[src/rtl/serial_add_ctrl.sv]
// Bit-serial WIDTH-bit add/subtract sequencer built around one shared 1-bit full-adder cell.
// Operands shift out LSB first; the sum shifts into an accumulator from the MSB side.

module fulladder1 (
    input  logic a,
    input  logic b,
    input  logic cin,
    output logic sum,
    output logic cout
);
    assign sum  = a ^ b ^ cin;
    assign cout = (a & b) | (cin & (a ^ b));
endmodule

// state | meaning
// IDLE  | waiting for start
// RUN   | one result bit per cycle, WIDTH cycles
// DONE  | result published for one cycle; start here re-enters RUN
module serial_add_ctrl #(
    parameter int WIDTH = 16
) (
    input  logic             clk,
    input  logic             rst,
    input  logic             start,
    input  logic [WIDTH-1:0] A,
    input  logic [WIDTH-1:0] B,
    input  logic             sub,
    output logic             busy,
    output logic             done,
    output logic [WIDTH-1:0] S,
    output logic             Cout,
    output logic             V
);
    localparam int CW = (WIDTH > 2) ? $clog2(WIDTH) : 1;

    typedef enum logic [1:0] {IDLE, RUN, DONE} stateT;

    stateT          state;
    stateT          nextState;
    logic [WIDTH-1:0] opA;
    logic [WIDTH-1:0] opB;
    logic [WIDTH-1:0] acc;
    logic           carry;
    logic           carryInMsb;
    logic [CW-1:0]  count;
    logic           cellSum;
    logic           cellCout;
    logic           accept;
    logic           lastBit;

    fulladder1 adderCell (
        .a    (opA[0]),
        .b    (opB[0]),
        .cin  (carry),
        .sum  (cellSum),
        .cout (cellCout)
    );

    assign accept  = start && (state == IDLE || state == DONE);
    assign lastBit = (count == CW'(WIDTH - 1));

    always_ff @(posedge clk) begin
        if (rst) begin
            state <= IDLE;
        end else begin
            state <= nextState;
        end
    end

    always_comb begin
        nextState = state;
        case (state)
            IDLE:    if (start) nextState = RUN;
            RUN:     if (lastBit) nextState = DONE;
            DONE:    nextState = start ? RUN : IDLE;
            default: nextState = IDLE;
        endcase
    end

    always_comb begin
        busy = 1'b0;
        done = 1'b0;
        case (state)
            RUN:     busy = 1'b1;
            DONE:    done = 1'b1;
            default: ;
        endcase
    end

    // Result registers load on the final RUN edge so they are valid together with done.
    always_ff @(posedge clk) begin
        if (rst) begin
            opA        <= '0;
            opB        <= '0;
            acc        <= '0;
            carry      <= 1'b0;
            carryInMsb <= 1'b0;
            count      <= '0;
            S          <= '0;
            Cout       <= 1'b0;
            V          <= 1'b0;
        end else if (accept) begin
            opA   <= A;
            opB   <= B ^ {WIDTH{sub}};
            carry <= sub;
            count <= '0;
        end else if (state == RUN) begin
            opA   <= opA >> 1;
            opB   <= opB >> 1;
            acc   <= {cellSum, acc[WIDTH-1:1]};
            carry <= cellCout;
            count <= count + 1'b1;
            if (count == CW'(WIDTH - 2)) begin
                carryInMsb <= cellCout;
            end
            if (lastBit) begin
                S    <= {cellSum, acc[WIDTH-1:1]};
                Cout <= cellCout;
                V    <= carryInMsb ^ cellCout;
            end
        end
    end
endmodule

[config.mk]
export PLATFORM = sky130hd
export DESIGN_NAME = serial_add_ctrl
export DESIGN_NICKNAME = d
export VERILOG_FILES = /design/src/rtl/serial_add_ctrl.sv
export SDC_FILE = /design/constraint.sdc
export NUM_CORES = 1
export LEC_CHECK = 0
export CORE_MARGIN = 2
export CORE_UTILIZATION = 47
export DETAILED_ROUTE_END_ITERATION = 10
export PLACE_DENSITY_LB_ADDON = 0.12
export REMOVE_ABC_BUFFERS = 1
export SETUP_SLACK_MARGIN = 0.3
export SYNTH_ARGS = -nofsm -noshare
export SYNTH_HDL_FRONTEND = slang
export SYNTH_SLANG_ARGS = --single-unit
[constraint.sdc]
create_clock -name clk -period 1.5 [get_ports clk]
set_clock_uncertainty 0.2 [all_clocks]
set_input_delay 0.3 -clock clk [delete_from_list [all_inputs] [get_ports clk]]
set_output_delay 0.3 -clock clk [all_outputs]
set_load 0.05 [all_outputs]
; ---- Yosys cells after proc, flatten, opt, wreduce, memory -nomap -nowiden
; Cells that the tools add are included.
[op_classes]
n_reduce_logical = 9
mux = 12
add_sub_neg = 1
n_eq_ne = 6
bitwise_logic = 8
[ops]
columns = op, n
row1 = $mux W16, 4
row2 = $xor A16 B16 Y16, 1
row3 = $eq A4 B4 Y1 const B, 2
row4 = $pmux W2 S3, 1
row5 = $reduce_and A3 Y1, 2
row6 = $mux W1, 5
row7 = $add A4 B1 Y4 const B, 1
row8 = $mux W2, 2
row9 = $ne A2 B2 Y1 const B, 2
row10 = $reduce_and A2 Y1, 2
row11 = $xor A1 B1 Y1, 3
row12 = $and A1 B1 Y1, 2
row13 = $eq A2 B1 Y1 const B, 1
row14 = $eq A2 B2 Y1 const B, 1
row15 = $logic_not A2 Y1, 1
row16 = $reduce_bool A2 Y1, 1
row17 = $reduce_or A2 Y1, 1
row18 = $logic_and A1 B1 Y1, 1
row19 = $logic_or A1 B1 Y1, 1
row20 = $not A1 Y1, 1
row21 = $or A1 B1 Y1, 1
[word_totals]
input_bits = 36
output_inout_bits = 20
register_bits = 74

; ---- Logic depth before layout (Yosys ltp)
[logic_depth]
word_depth = 5
mapped_depth = 6
ltp_nobuf = 4

; ---- Cells and area by module
; From an unflattened synthesis, not the netlist that was laid out.
[unflattened]
hier_cells = 365
area_unflattened_um2 = 3021.6
[modules_own_cells]
columns = module, cells_per_inst, instances, area_per_inst_um2, seq_area_each_um2
row1 = serial_add_ctrl, 364, 1, 3001.6, 1461.4
row2 = fulladder1, 1, 1, 20.0, 0.0

; ---- Worst setup path before layout
; No wires, ideal clock.
[synth_timing]
path_type = reg-to-output
startpoint = reg state[0]
endpoint = out done
path_buffers = 0
required_time_ps = 1000
t_arrival_ps = 1030
stages_incl_launch_ff = 2
setup_slack_ps = -30
path_cell_list = dfxtp_1 > nor2b_1
[synth_via]
elab_chain_len = 2
[synth_lines]
columns = item, line
row1 = start: declaration, 38  ; stateT state;
row2 = start signal: assignment, 66  ; state <= nextState;
row3 = $eq A2 B2 Y1, 83  ; case (state)
row4 = $mux W1, 83
row5 = end: declaration, 29  ; output logic done,
; Every way passes these cells.

; ---- Final worst setup path
[layout_timing]
startpoint = reg state[1]
endpoint = reg count[0]
[layout_via]
elab_chain_len = 4
word_cells_on_any_way = 6
cone_classes = eq/ne: 2 / reduce/logical: 4
[layout_lines]
columns = item, line
row1 = $eq A2 B2 Y1 / $logic_not A2 Y1 (equally long branches), 59  ; assign accept = start && (state == IDLE || state == DONE);
row2 = $logic_or A1 B1 Y1, 59
row3 = $logic_and A1 B1 Y1, 59
row4 = $reduce_or A2 Y1 (no line), --
row5 = end signal: assignment, 112  ; count <= count + 1'b1;
row6 = end: declaration, 45  ; logic [CW-1:0] count;
; Several ways; a longest one is shown, not always the timed one.
; A chain may end at the register's enable or synchronous reset.

==> results.md <==
- Asr flop ratio synth: 0%
- Nets: between 400 and 500
- Min-delay src: rst
- Vias per cell: about 6
- Die Y: approximately 84 µm
- TritonCTS Buffers: 9
- Max Fanout on Critical Path: 6
- Clk sinks: 73
- Worst-margin pin slew: 516 ps
- DR vias: roughly 3300
- Violated checks: setup timing
- Row cnt: 29
- Final Worst Setup Slack: -179 ps
- Boundary pin count: 56
- Slew Viols, Final: 0
- CP startpoint: state[1]
- Fillers: between 200 and 300
- Sum Neg Setup Slack: -2550 ps
- Pwr Density: 913 mW/mm²
- LEAKAGE: 1.96 nW
- Number of flops mapped to enable cells by yosys: 0
- Post-route DRC: 0
- Tcrit/Tclk final: 112%
- Cell Chain, Critical Path: nand2b_4, inv_4, buf_4, buf_12, clkbuf_16, xnor2_1, nor3_1
- CP max stage cell: dfxtp_2
- N_diodes: 0
- DRT iter0 DRCs: between 200 and 250
- Inst Count DP: around 490
- Worst EP required: 1530 ps
- Largest net degree at the start of global routing: 35
- Final setup violation count: 41
- Dominant synthesized flop cell: dfxtp_1
- Synth Register Bits: 73
- Multi-input gate area: 0.00192 mm²
- Layout cells sized above 1: about 46%
- GRT overflow: 0
- CP peak stage delay: around 360 ps
- GRT Total Usage: ~22%
- Final hold viol count: 0
- DRT antenna net count: 0
- Relative slew margins: around 66%
- CTS tree: built
- CP Launch Type: flop
- Design Power: 0.00499 W
- Status: complete, but fails checks
- Gate Count Post-Synth: approximately 360
- Clk_lat worst skew: about 350 ps
- DIE WIDTH: ~84 µm
- Mapped Avg Cell Area: 8.30 µm²
- Overall die area: 0.00709 mm²
- Post-synthesis cell area: just over 0.003 mm²
- DRT Pass-1 Iters: 5
- RSZ-0062 raised after global routing: true
- Largest delay share family, worst path: buffers and inverters
- Vias in the first global route: 2687
- First-pass GRT wire length: approximately 13000 µm
- Fmax: 596 MHz
- Crit path DAT: 1710 ps
- Synth cell types: 32
- Wirelength per Cell: ~21 µm
- Placeable core area: between 0.006 and 0.007 mm²
- Initial antenna violation count: 0
- Worst Hold Class: in -> reg
- Sequential share of the synthesized area: between 40% and 50%
- Port bufs: 55
- WL final: between 10000 and 15000 µm
- Post-DP HPWL: about 4200 µm
- P&R area growth vs syn: 80.9%
- Buf/Inv on CP: 4
- Reg-to-Reg Start: state[1]
- Critical Path Sink Type: flop
- Max_cap viols: 0
- Placer Congestion: approximately 0.75
- Dpl ws: -327 ps
- Synth Warn #: 0
- Starting Density: roughly half
- Peak VDD IR: approximately 0.00096 V
- Clock Path Buffers: 2
- Worst Path Class, Setup: reg -> reg
- Final Critical Period: between 1500 and 2000 ps
- Clock transition at the registers of the reported paths: about 80 ps
- Fin cells: 539
- Register area: between 0.0015 and 0.002 mm²
- CTS Root Cell: clkbuf_8
- H-Tree Depth: 3
-- power breakdown --
| group | total, W | internal, W | switching, W |
|---|---|---|---|
| clock network | 0.00172 | 0.000973 | 0.000742 |
| registers | 0.00211 | 0.00203 | 0.0000874 |
| logic | 0.00116 | 0.000621 | 0.000543 |
-- repair_timing --
item | in CTS | in global routing
gates resized for setup | 97 | 108
cloned | 7 | 13
setup endpoints to repair | 93 | 93
pin swaps | 7 | 40
hold buffers | 0 | 0
setup buffers | 5 | 11
-- synth_stat cells (all sizes together), types with 2 or more instances --
cell type / number / area, µm²
xnor2: 2 / 17.5
o21ai: 31 / 155
ha: 2 / 25.0
a21oi: 42 / 210
clkbuf: 9 / 33.8
a31oi: 14 / 87.6
mux2i: 2 / 20.0
nor3: 25 / 125
inv: 3 / 11.3
nand4: 2 / 12.5
nand2: 62 / 233
a22oi: 6 / 45.0
xor2: 17 / 149
nand3: 27 / 135
buf: 24 / 140
nor2: 2 / 7.51
o22ai: 11 / 68.8
nand2b: 2 / 15.0
dfxtp: 73 / 1460
nor2b: 2 / 12.5
-- path summary, 6_finish.rpt --
check | cells after the start | end | slack (ps)
worst max-delay path | 7 | count[0] | -180
worst max register to register | 7 | count[0] | -180
worst min-delay path | 2 | opA[15] | 50
worst min register to register | 2 | S[0] | 270
-- flip-flops by register name (all words and copies together) (netlist names) --
name,count
count,4
carry,1
Cout,1
state,2
S,16
opA,16
acc,15
opB,16
carryInMsb,1
V,1
-- layout by cell type, fill, tap and decap left out, types with 3 or more instances in the layout --
cell              n
nand2_2           7
nand3_1           9
xor2_1           17
a21oi_1          25
buf_16            5
dfxtp_1          50
dfxtp_4           4
buf_12           33
o21ai_0           7
clkdlybuf4s50_1  32
nor3_4            8
o22ai_2           7
a22oi_2           6
a21oi_2          16
buf_6            15
o22ai_1           3
nor3_2            9
clkbuf_16        10
buf_4            16
clkbuf_8         10
o21ai_2           6
nand2_1          55
a31oi_1          14
o21ai_1          16
nand3_2          17
dfxtp_2          19
nor3_1            8
-- cells by family (layout without fill, tap and decap cells) --
logic type	after synthesis	in the layout	synth area share [%]
AND/OR/NAND/NOR	125	125	18.5
adder cells (fa/ha/maj)	3	3	1.49
XOR/XNOR	19	19	5.50
flip-flops	73	73	48.3
multiplexers	2	2	0.662
AO/OA/AOI/OAI	106	106	19.3
buffers and inverters	36	134	6.13
-- through the flow --
| step | utilization (%) | cell area (µm²) | hold WS (ps) |
|---|---|---|---|
| after floorplan | - | 2850 | 169 |
| after global placement | 62.8 | 3940 | 245 |
| after detailed placement | 62.8 | 3940 | 248 |
| after CTS | 74.0 | 4650 | 43.9 |
| after global routing | 87.1 | 5470 | 47.9 |
| final | 87.1 | 5470 | 54.5 |
-- per-layer routing --
metal / part of all wire [%] / vias to the layer above / global-route usage (%)
li1: - / 1475 / -
met1: 38 / 1607 / 28.0
met2: 53 / 176 / 36.8
met3: 6.0 / 34 / 5.01
met4: 3.1 / 0 / 6.45
met5: 0 / - / 0
-- cell type report --
cell class	instances	share of cell area, %
clock inverter	3	1.19
clock buffer	12	2.65
tap	77	1.76
timing repair buffer	116	31.6
multi-input combinational	255	35.1
inverter	3	0.252
sequential	73	27.4
(Power assumes the default switching activity.)
